$ cat config.mk
export PLATFORM = sky130hd
export DESIGN_NAME = multicycle_ctrl_flat
export DESIGN_NICKNAME = d
export VERILOG_FILES = /design/src/rtl/multicycle_ctrl_if.sv /design/src/rtl/multicycle_ctrl.sv /design/src/flat_wrapper.sv
export SDC_FILE = /design/constraint.sdc
export NUM_CORES = 1
export LEC_CHECK = 0
export CAP_MARGIN = 20
export CORE_ASPECT_RATIO = 1.25
export CORE_MARGIN = 2
export CORE_UTILIZATION = 52
export CTS_CLUSTER_DIAMETER = 200
export DETAILED_ROUTE_END_ITERATION = 8
export HOLD_SLACK_MARGIN = 0.05
export PLACE_DENSITY = 0.86
export SLEW_MARGIN = 40
export SYNTH_ARGS = -nofsm -noshare
export SYNTH_HDL_FRONTEND = slang
export SYNTH_SLANG_ARGS = --single-unit
$ cat constraint.sdc
create_clock -name clk -period 5.4 [get_ports clk]
set_input_delay 1.08 -clock clk [delete_from_list [all_inputs] [get_ports clk]]
set_output_delay 1.08 -clock clk [all_outputs]
set_load 0.01 [all_outputs]
$ cat src/rtl/multicycle_ctrl_if.sv
// Control bundle between the multicycle RV32I control FSM and its datapath/memory port.
// master = control FSM side, slave = datapath side.
interface multicycle_ctrl_if #(
   parameter int unsigned CNT_W = 32
);
   logic [6:0]       opcode;
   logic             branch_taken;
   logic             mem_ready;
   logic             pc_we;
   logic             ir_we;
   logic             we;
   logic             mem_req;
   logic             mem_we;
   logic             addr_src;
   logic [1:0]       alu_op;
   logic [1:0]       alu_src_a;
   logic [1:0]       alu_src_b;
   logic [1:0]       result_src;
   logic             pc_src;
   logic             trap;
   logic [3:0]       state_dbg;
   logic [CNT_W-1:0] instret;

   modport master (
      input  opcode, branch_taken, mem_ready,
      output pc_we, ir_we, we, mem_req, mem_we, addr_src, alu_op, alu_src_a, alu_src_b,
             result_src, pc_src, trap, state_dbg, instret
   );

   modport slave (
      output opcode, branch_taken, mem_ready,
      input  pc_we, ir_we, we, mem_req, mem_we, addr_src, alu_op, alu_src_a, alu_src_b,
             result_src, pc_src, trap, state_dbg, instret
   );
endinterface

$ cat src/rtl/multicycle_ctrl.sv
// Main control FSM for the multicycle RV32I core: sequences fetch/decode/execute/writeback,
// stalls on the memory handshake, counts retired instructions and latches illegal opcodes.
module multicycle_ctrl #(
   parameter int unsigned CNT_W = 32
) (
   input  logic                clk,
   input  logic                reset,
   multicycle_ctrl_if.master   bus
);

   typedef enum logic [3:0] {
      StFetch   = 4'd0,
      StDecode  = 4'd1,
      StMemAddr = 4'd2,
      StMemRd   = 4'd3,
      StMemWb   = 4'd4,
      StMemWr   = 4'd5,
      StExecR   = 4'd6,
      StExecI   = 4'd7,
      StWbAlu   = 4'd8,
      StBranch  = 4'd9,
      StJal     = 4'd10,
      StJalr    = 4'd11,
      StLui     = 4'd12,
      StTrap    = 4'd15
   } state_e;

   localparam logic [6:0] OpLoad   = 7'b0000011;
   localparam logic [6:0] OpStore  = 7'b0100011;
   localparam logic [6:0] OpReg    = 7'b0110011;
   localparam logic [6:0] OpImm    = 7'b0010011;
   localparam logic [6:0] OpBranch = 7'b1100011;
   localparam logic [6:0] OpJal    = 7'b1101111;
   localparam logic [6:0] OpJalr   = 7'b1100111;
   localparam logic [6:0] OpLui    = 7'b0110111;
   localparam logic [6:0] OpAuipc  = 7'b0010111;

   state_e           state_q, state_d;
   logic [CNT_W-1:0] instret_q, instret_d;
   logic             trap_q, trap_d;

   always_comb begin
      state_d = state_q;
      case (state_q)
         StFetch:   if (bus.mem_ready) state_d = StDecode;
         StDecode: begin
            case (bus.opcode)
               OpLoad, OpStore: state_d = StMemAddr;
               OpReg:           state_d = StExecR;
               OpImm:           state_d = StExecI;
               OpBranch:        state_d = StBranch;
               OpJal:           state_d = StJal;
               OpJalr:          state_d = StJalr;
               OpLui:           state_d = StLui;
               OpAuipc:         state_d = StWbAlu;
               default:         state_d = StTrap;
            endcase
         end
         StMemAddr: state_d = (bus.opcode == OpLoad) ? StMemRd : StMemWr;
         StMemRd:   if (bus.mem_ready) state_d = StMemWb;
         StMemWb:   state_d = StFetch;
         StMemWr:   if (bus.mem_ready) state_d = StFetch;
         StExecR:   state_d = StWbAlu;
         StExecI:   state_d = StWbAlu;
         StLui:     state_d = StWbAlu;
         StWbAlu:   state_d = StFetch;
         StBranch:  state_d = StFetch;
         StJalr:    state_d = StJal;
         StJal:     state_d = StFetch;
         StTrap:    state_d = StTrap;
         default:   state_d = StFetch;
      endcase
   end

   // An instruction retires on the cycle it hands control back to fetch.
   always_comb begin
      instret_d = instret_q;
      if (state_q != StFetch && state_d == StFetch) begin
         instret_d = instret_q + CNT_W'(1);
      end
      trap_d = (state_d == StTrap);
   end

   always_ff @(posedge clk) begin
      if (reset) begin
         state_q   <= StFetch;
         instret_q <= '0;
         trap_q    <= 1'b0;
      end else begin
         state_q   <= state_d;
         instret_q <= instret_d;
         trap_q    <= trap_d;
      end
   end

   always_comb begin
      bus.pc_we      = 1'b0;
      bus.ir_we      = 1'b0;
      bus.we         = 1'b0;
      bus.mem_req    = 1'b0;
      bus.mem_we     = 1'b0;
      bus.addr_src   = 1'b0;
      bus.alu_op     = 2'b00;
      bus.alu_src_a  = 2'b00;
      bus.alu_src_b  = 2'b00;
      bus.result_src = 2'b00;
      bus.pc_src     = 1'b0;
      case (state_q)
         StFetch: begin
            bus.mem_req    = 1'b1;
            bus.alu_src_b  = 2'b10;
            bus.result_src = 2'b10;
            bus.pc_we      = bus.mem_ready;
            bus.ir_we      = bus.mem_ready;
         end
         StDecode: begin
            bus.alu_src_a = 2'b01;
            bus.alu_src_b = 2'b01;
         end
         StMemAddr: begin
            bus.alu_src_a = 2'b10;
            bus.alu_src_b = 2'b01;
         end
         StMemRd: begin
            bus.mem_req  = 1'b1;
            bus.addr_src = 1'b1;
         end
         StMemWb: begin
            bus.we         = 1'b1;
            bus.result_src = 2'b01;
         end
         StMemWr: begin
            bus.mem_req  = 1'b1;
            bus.mem_we   = 1'b1;
            bus.addr_src = 1'b1;
         end
         StExecR: begin
            bus.alu_src_a = 2'b10;
            bus.alu_op    = 2'b10;
         end
         StExecI: begin
            bus.alu_src_a = 2'b10;
            bus.alu_src_b = 2'b01;
            bus.alu_op    = 2'b10;
         end
         StLui: begin
            bus.alu_src_a = 2'b11;
            bus.alu_src_b = 2'b01;
         end
         StWbAlu: bus.we = 1'b1;
         StBranch: begin
            bus.alu_src_a = 2'b10;
            bus.alu_op    = 2'b01;
            bus.pc_src    = 1'b1;
            bus.pc_we     = bus.branch_taken;
         end
         StJalr: begin
            bus.alu_src_a = 2'b10;
            bus.alu_src_b = 2'b01;
         end
         StJal: begin
            bus.alu_src_a  = 2'b01;
            bus.alu_src_b  = 2'b10;
            bus.result_src = 2'b10;
            bus.we         = 1'b1;
            bus.pc_src     = 1'b1;
            bus.pc_we      = 1'b1;
         end
         default: ;
      endcase
      // Reset squashes every side effect combinationally, including a pending access.
      if (reset) begin
         bus.pc_we   = 1'b0;
         bus.ir_we   = 1'b0;
         bus.we      = 1'b0;
         bus.mem_req = 1'b0;
         bus.mem_we  = 1'b0;
      end
   end

   assign bus.trap      = trap_q & ~reset;
   assign bus.state_dbg = state_q;
   assign bus.instret   = instret_q;

endmodule

$ cat src/flat_wrapper.sv
// flat-port wrapper written by rule: the top's interface ports become plain ports
module multicycle_ctrl_flat 
#(
   parameter int unsigned CNT_W = 32
)
  (clk, reset, bus_opcode, bus_branch_taken, bus_mem_ready, bus_pc_we, bus_ir_we, bus_we, bus_mem_req, bus_mem_we, bus_addr_src, bus_alu_op, bus_alu_src_a, bus_alu_src_b, bus_result_src, bus_pc_src, bus_trap, bus_state_dbg, bus_instret);
  multicycle_ctrl_if #(.CNT_W(CNT_W)) bus_i ();
  input  logic clk;
  input  logic reset;
  input wire logic [$bits(bus_i.opcode)-1:0] bus_opcode;
  input wire logic [$bits(bus_i.branch_taken)-1:0] bus_branch_taken;
  input wire logic [$bits(bus_i.mem_ready)-1:0] bus_mem_ready;
  output wire logic [$bits(bus_i.pc_we)-1:0] bus_pc_we;
  output wire logic [$bits(bus_i.ir_we)-1:0] bus_ir_we;
  output wire logic [$bits(bus_i.we)-1:0] bus_we;
  output wire logic [$bits(bus_i.mem_req)-1:0] bus_mem_req;
  output wire logic [$bits(bus_i.mem_we)-1:0] bus_mem_we;
  output wire logic [$bits(bus_i.addr_src)-1:0] bus_addr_src;
  output wire logic [$bits(bus_i.alu_op)-1:0] bus_alu_op;
  output wire logic [$bits(bus_i.alu_src_a)-1:0] bus_alu_src_a;
  output wire logic [$bits(bus_i.alu_src_b)-1:0] bus_alu_src_b;
  output wire logic [$bits(bus_i.result_src)-1:0] bus_result_src;
  output wire logic [$bits(bus_i.pc_src)-1:0] bus_pc_src;
  output wire logic [$bits(bus_i.trap)-1:0] bus_trap;
  output wire logic [$bits(bus_i.state_dbg)-1:0] bus_state_dbg;
  output wire logic [$bits(bus_i.instret)-1:0] bus_instret;
  assign bus_i.opcode = bus_opcode;
  assign bus_i.branch_taken = bus_branch_taken;
  assign bus_i.mem_ready = bus_mem_ready;
  assign bus_pc_we = bus_i.pc_we;
  assign bus_ir_we = bus_i.ir_we;
  assign bus_we = bus_i.we;
  assign bus_mem_req = bus_i.mem_req;
  assign bus_mem_we = bus_i.mem_we;
  assign bus_addr_src = bus_i.addr_src;
  assign bus_alu_op = bus_i.alu_op;
  assign bus_alu_src_a = bus_i.alu_src_a;
  assign bus_alu_src_b = bus_i.alu_src_b;
  assign bus_result_src = bus_i.result_src;
  assign bus_pc_src = bus_i.pc_src;
  assign bus_trap = bus_i.trap;
  assign bus_state_dbg = bus_i.state_dbg;
  assign bus_instret = bus_i.instret;
  multicycle_ctrl #(.CNT_W(CNT_W)) u_core (.clk(clk), .reset(reset), .bus(bus_i));
endmodule
==> flow_summary.json <==
{
  "status": "complete, no violations",
  "async_flop_share_pct": 0,
  "pwr_density_cell_nw_per_um2": 264,
  "wl_per_cell_um": 13.7,
  "rsz0062_at_grt": "false",
  "fin_cells": 404,
  "power.switching_mw": 0.295,
  "syn_area_per_cell_um2": 8.04,
  "hold_path.startpoint": "u_core.bus.instret[2]$_SDFFE_PP0P_",
  "gp_congestion": 0.868,
  "place_ws_ns": 1.54,
  "insertion_delay_ns": 0.29,
  "post_cts_buffers": 0,
  "die_area_um2": 5090,
  "drtPass1Iterations": 4,
  "cts_htree_levels": 2,
  "clkSlewWorstSetupHoldPaths_ns": 0.07,
  "fillerInstances": 353,
  "hold_viol": 0,
  "drive_gt1_share_pct": 11.8,
  "grt_first_pass_wirelength_mm": 9.30,
  "setup_viol": 0,
  "setup_tns_ns": 0,
  "setup_slack_ns": 1.63,
  "cp-startpoint": "reset",
  "core_area_um2": 4390,
  "route.detailed.drc": 0,
  "cts_made_buffers": 5,
  "cp.required_ns": 4.32,
  "drt-total-wl_mm": 5.54,
  "fin_skew_ns": 0.00701,
  "vias_per_cell": 5.50,
  "max-vdd-ir-drop_mv": 0.200,
  "ys_ff_latch": 37,
  "yosysSeqAreaShare_pct": 31.4,
  "worst_slew_pin_slew_ns": 0.794,
  "grt_overflow": 0,
  "hp-class": "reg -> reg",
  "r2r_start": "u_core.bus.state_dbg[3]$_SDFF_PP0_",
  "synth_area_um2": 2360,
  "dpl.hpwl_mm": 3.98,
  "startpoint_type": "input pin",
  "first_iter_violations": 179,
  "ys.flop_type": "dfxtp_1",
  "drv_cap": 0,
  "layout_min_cycle_time_ns": 3.77,
  "start_util_pct": 53.6,
  "pwr-share-clk_pct": 23.4,
  "p_leak_nw": 0.932,
  "synth_nets": 305,
  "cts_sinks": 37,
  "grt_start_max_net_pins": 44,
  "portBuffers": 62,
  "slew_headroom_pct": 47.1,
  "yosys_warnings": 0,
  "end_kind": "output port",
  "combPwrFrac_pct": 37.8,
  "ant_nets": 0,
  "swShare_pct": 36.3,
  "p_int_mw": 0.518,
  "cts_tree": "built",
  "min_period_over_period_pct": 69.9,
  "cp_max_fo": 43,
  "die_w_um": 64.2,
  "syn_inst": 293,
  "fin_nets": 357,
  "cp.arrival_ns": 2.69,
  "cts_buffer_depth": 2,
  "cts-resized-gates": 0,
  "grt_util_all_layers_pct": 22.6,
  "antennaDiodeCount": 0,
  "max_freq_mhz": 265,
  "grt_antenna_before_repair": 0,
  "slew_violations": 0,
  "die_h_um": 79.3,
  "vias": 2222,
  "std_cell_rows": 27,
  "ctsHoldBuffers": 0,
  "grt_pass1_vias": 2051,
  "critical_path_class": "in -> out",
  "top_level_ports": 63,
  "synth.distinct_cells": 45,
  "seqPwrFrac_pct": 38.8,
  "area_delta_synth_final_pct": 30.5,
  "synth_edf_count": 0,
  "place_inst": 396,
  "clk_root_buffer_cell": "clkbuf_8"
}
[through the flow]
step	utilization, %	hold slack, ns	power [mW]	area, um2
5_1_grt	70.0	0.582	0.860	3070
4_1_cts	70.0	0.526	0.815	3070
3_3_place_gp	67.4	0.511	0.597	2960
3_5_place_dp	68.0	0.517	0.626	2990
2_1_floorplan	-	0.528	0.497	2360
6_report	70.0	0.525	0.813	3070
[layer usage]
layer / wire length [um] / vias up / track usage, %
met5: 0 / - / 0
met4: 95 / 0 / 8.51
met3: 321 / 12 / 4.39
met2: 2650 / 86 / 39.1
met1: 2470 / 1018 / 27.5
li1: - / 1106 / -
[path summary, 6_finish.rpt]
kind                                          to  slack (ns)  cells past startpoint
max                                    bus_ir_we        1.63                      5
min           u_core.bus.instret[2]$_SDFFE_PP0P_        0.52                      2
max reg2reg  u_core.bus.instret[16]$_SDFFE_PP0P_        2.60                      7
min reg2reg   u_core.bus.instret[2]$_SDFFE_PP0P_        0.52                      2
[kinds of logic after synthesis]
group	after synthesis	share of synthesized area (%)
AND/OR/NAND/NOR	159	41.3
XOR/XNOR	29	10.8
buffers and inverters	33	6.74
adder cells (fa/ha/maj)	1	0.531
AO/OA/AOI/OAI	32	8.28
flip-flops	37	31.4
multiplexers	2	0.903
[cell usage after synthesis (all sizes together) (2+ instances only)]
cell	number	share of area, %
a21oi	16	3.4
and2	4	1.1
and3	4	1.1
and3b	2	0.74
and4	3	1.1
buf	13	3.6
clkbuf	7	1.1
dfxtp	37	31
inv	13	2.1
nand2	20	3.2
nand2b	3	0.80
nand3	9	1.9
nand3b	3	0.96
nand4	4	1.7
nor2	44	7.0
nor2b	8	2.1
nor3	28	9.6
nor3b	2	0.85
nor4	13	5.3
o211ai	3	0.96
o21a	2	0.64
o21ai	8	1.7
or3	7	1.9
xnor2	28	10
[area by class of cell]
class / instances / area (um2) / share of cell area, %
clock inverter: 3 / 17.5 / 0.570
timing repair buffer: 65 / 658 / 21.4
sequential: 37 / 741 / 24.1
multi-input combinational: 223 / 1470 / 47.7
inverter: 13 / 48.8 / 1.59
tap: 58 / 72.6 / 2.36
clock buffer: 5 / 68.8 / 2.24
[critical path: stages]
cell and delay [ns]:
clkdlybuf4s50_1 0.45, buf_4 0.38, nor3_1 0.08, and3_1 0.20, clkdlybuf4s50_1 0.48
[registers in the layout (all words and copies together), names as in the netlist]
register,count
u_core.bus.instret,32
u_core.bus.state_dbg,4
u_core.trap_q,1
[placed cells by master, fill, tap and decap left out, types with 3 or more instances in the layout]
cell	synthesis	layout
xnor2_1	28	28
nand3_1	9	9
nand3b_1	3	3
or3_1	7	7
and3_1	4	4
nor3_2	17	17
nor2_1	44	44
nor4_2	7	7
and2_1	4	4
nand2_1	20	20
o211ai_1	3	3
nand4_1	3	3
a21oi_1	16	16
clkdlybuf4s50_1	0	62
o21ai_0	7	7
nor2b_1	8	8
nor3_1	11	11
nor4_1	6	6
inv_1	12	12
dfxtp_1	37	37
clkbuf_8	0	5
nand2b_1	3	3
and4_1	3	3
[power by group through the flow]
stage | logic [mW] | registers, mW | clock network (mW)
floorplan | 0.190 | 0.307 | 0
global placement | 0.277 | 0.320 | 0
detailed placement | 0.304 | 0.321 | 0
CTS | 0.307 | 0.315 | 0.194
global route | 0.333 | 0.320 | 0.208
finish | 0.307 | 0.315 | 0.190
No activity file was read; power rests on OpenSTA's default activity.
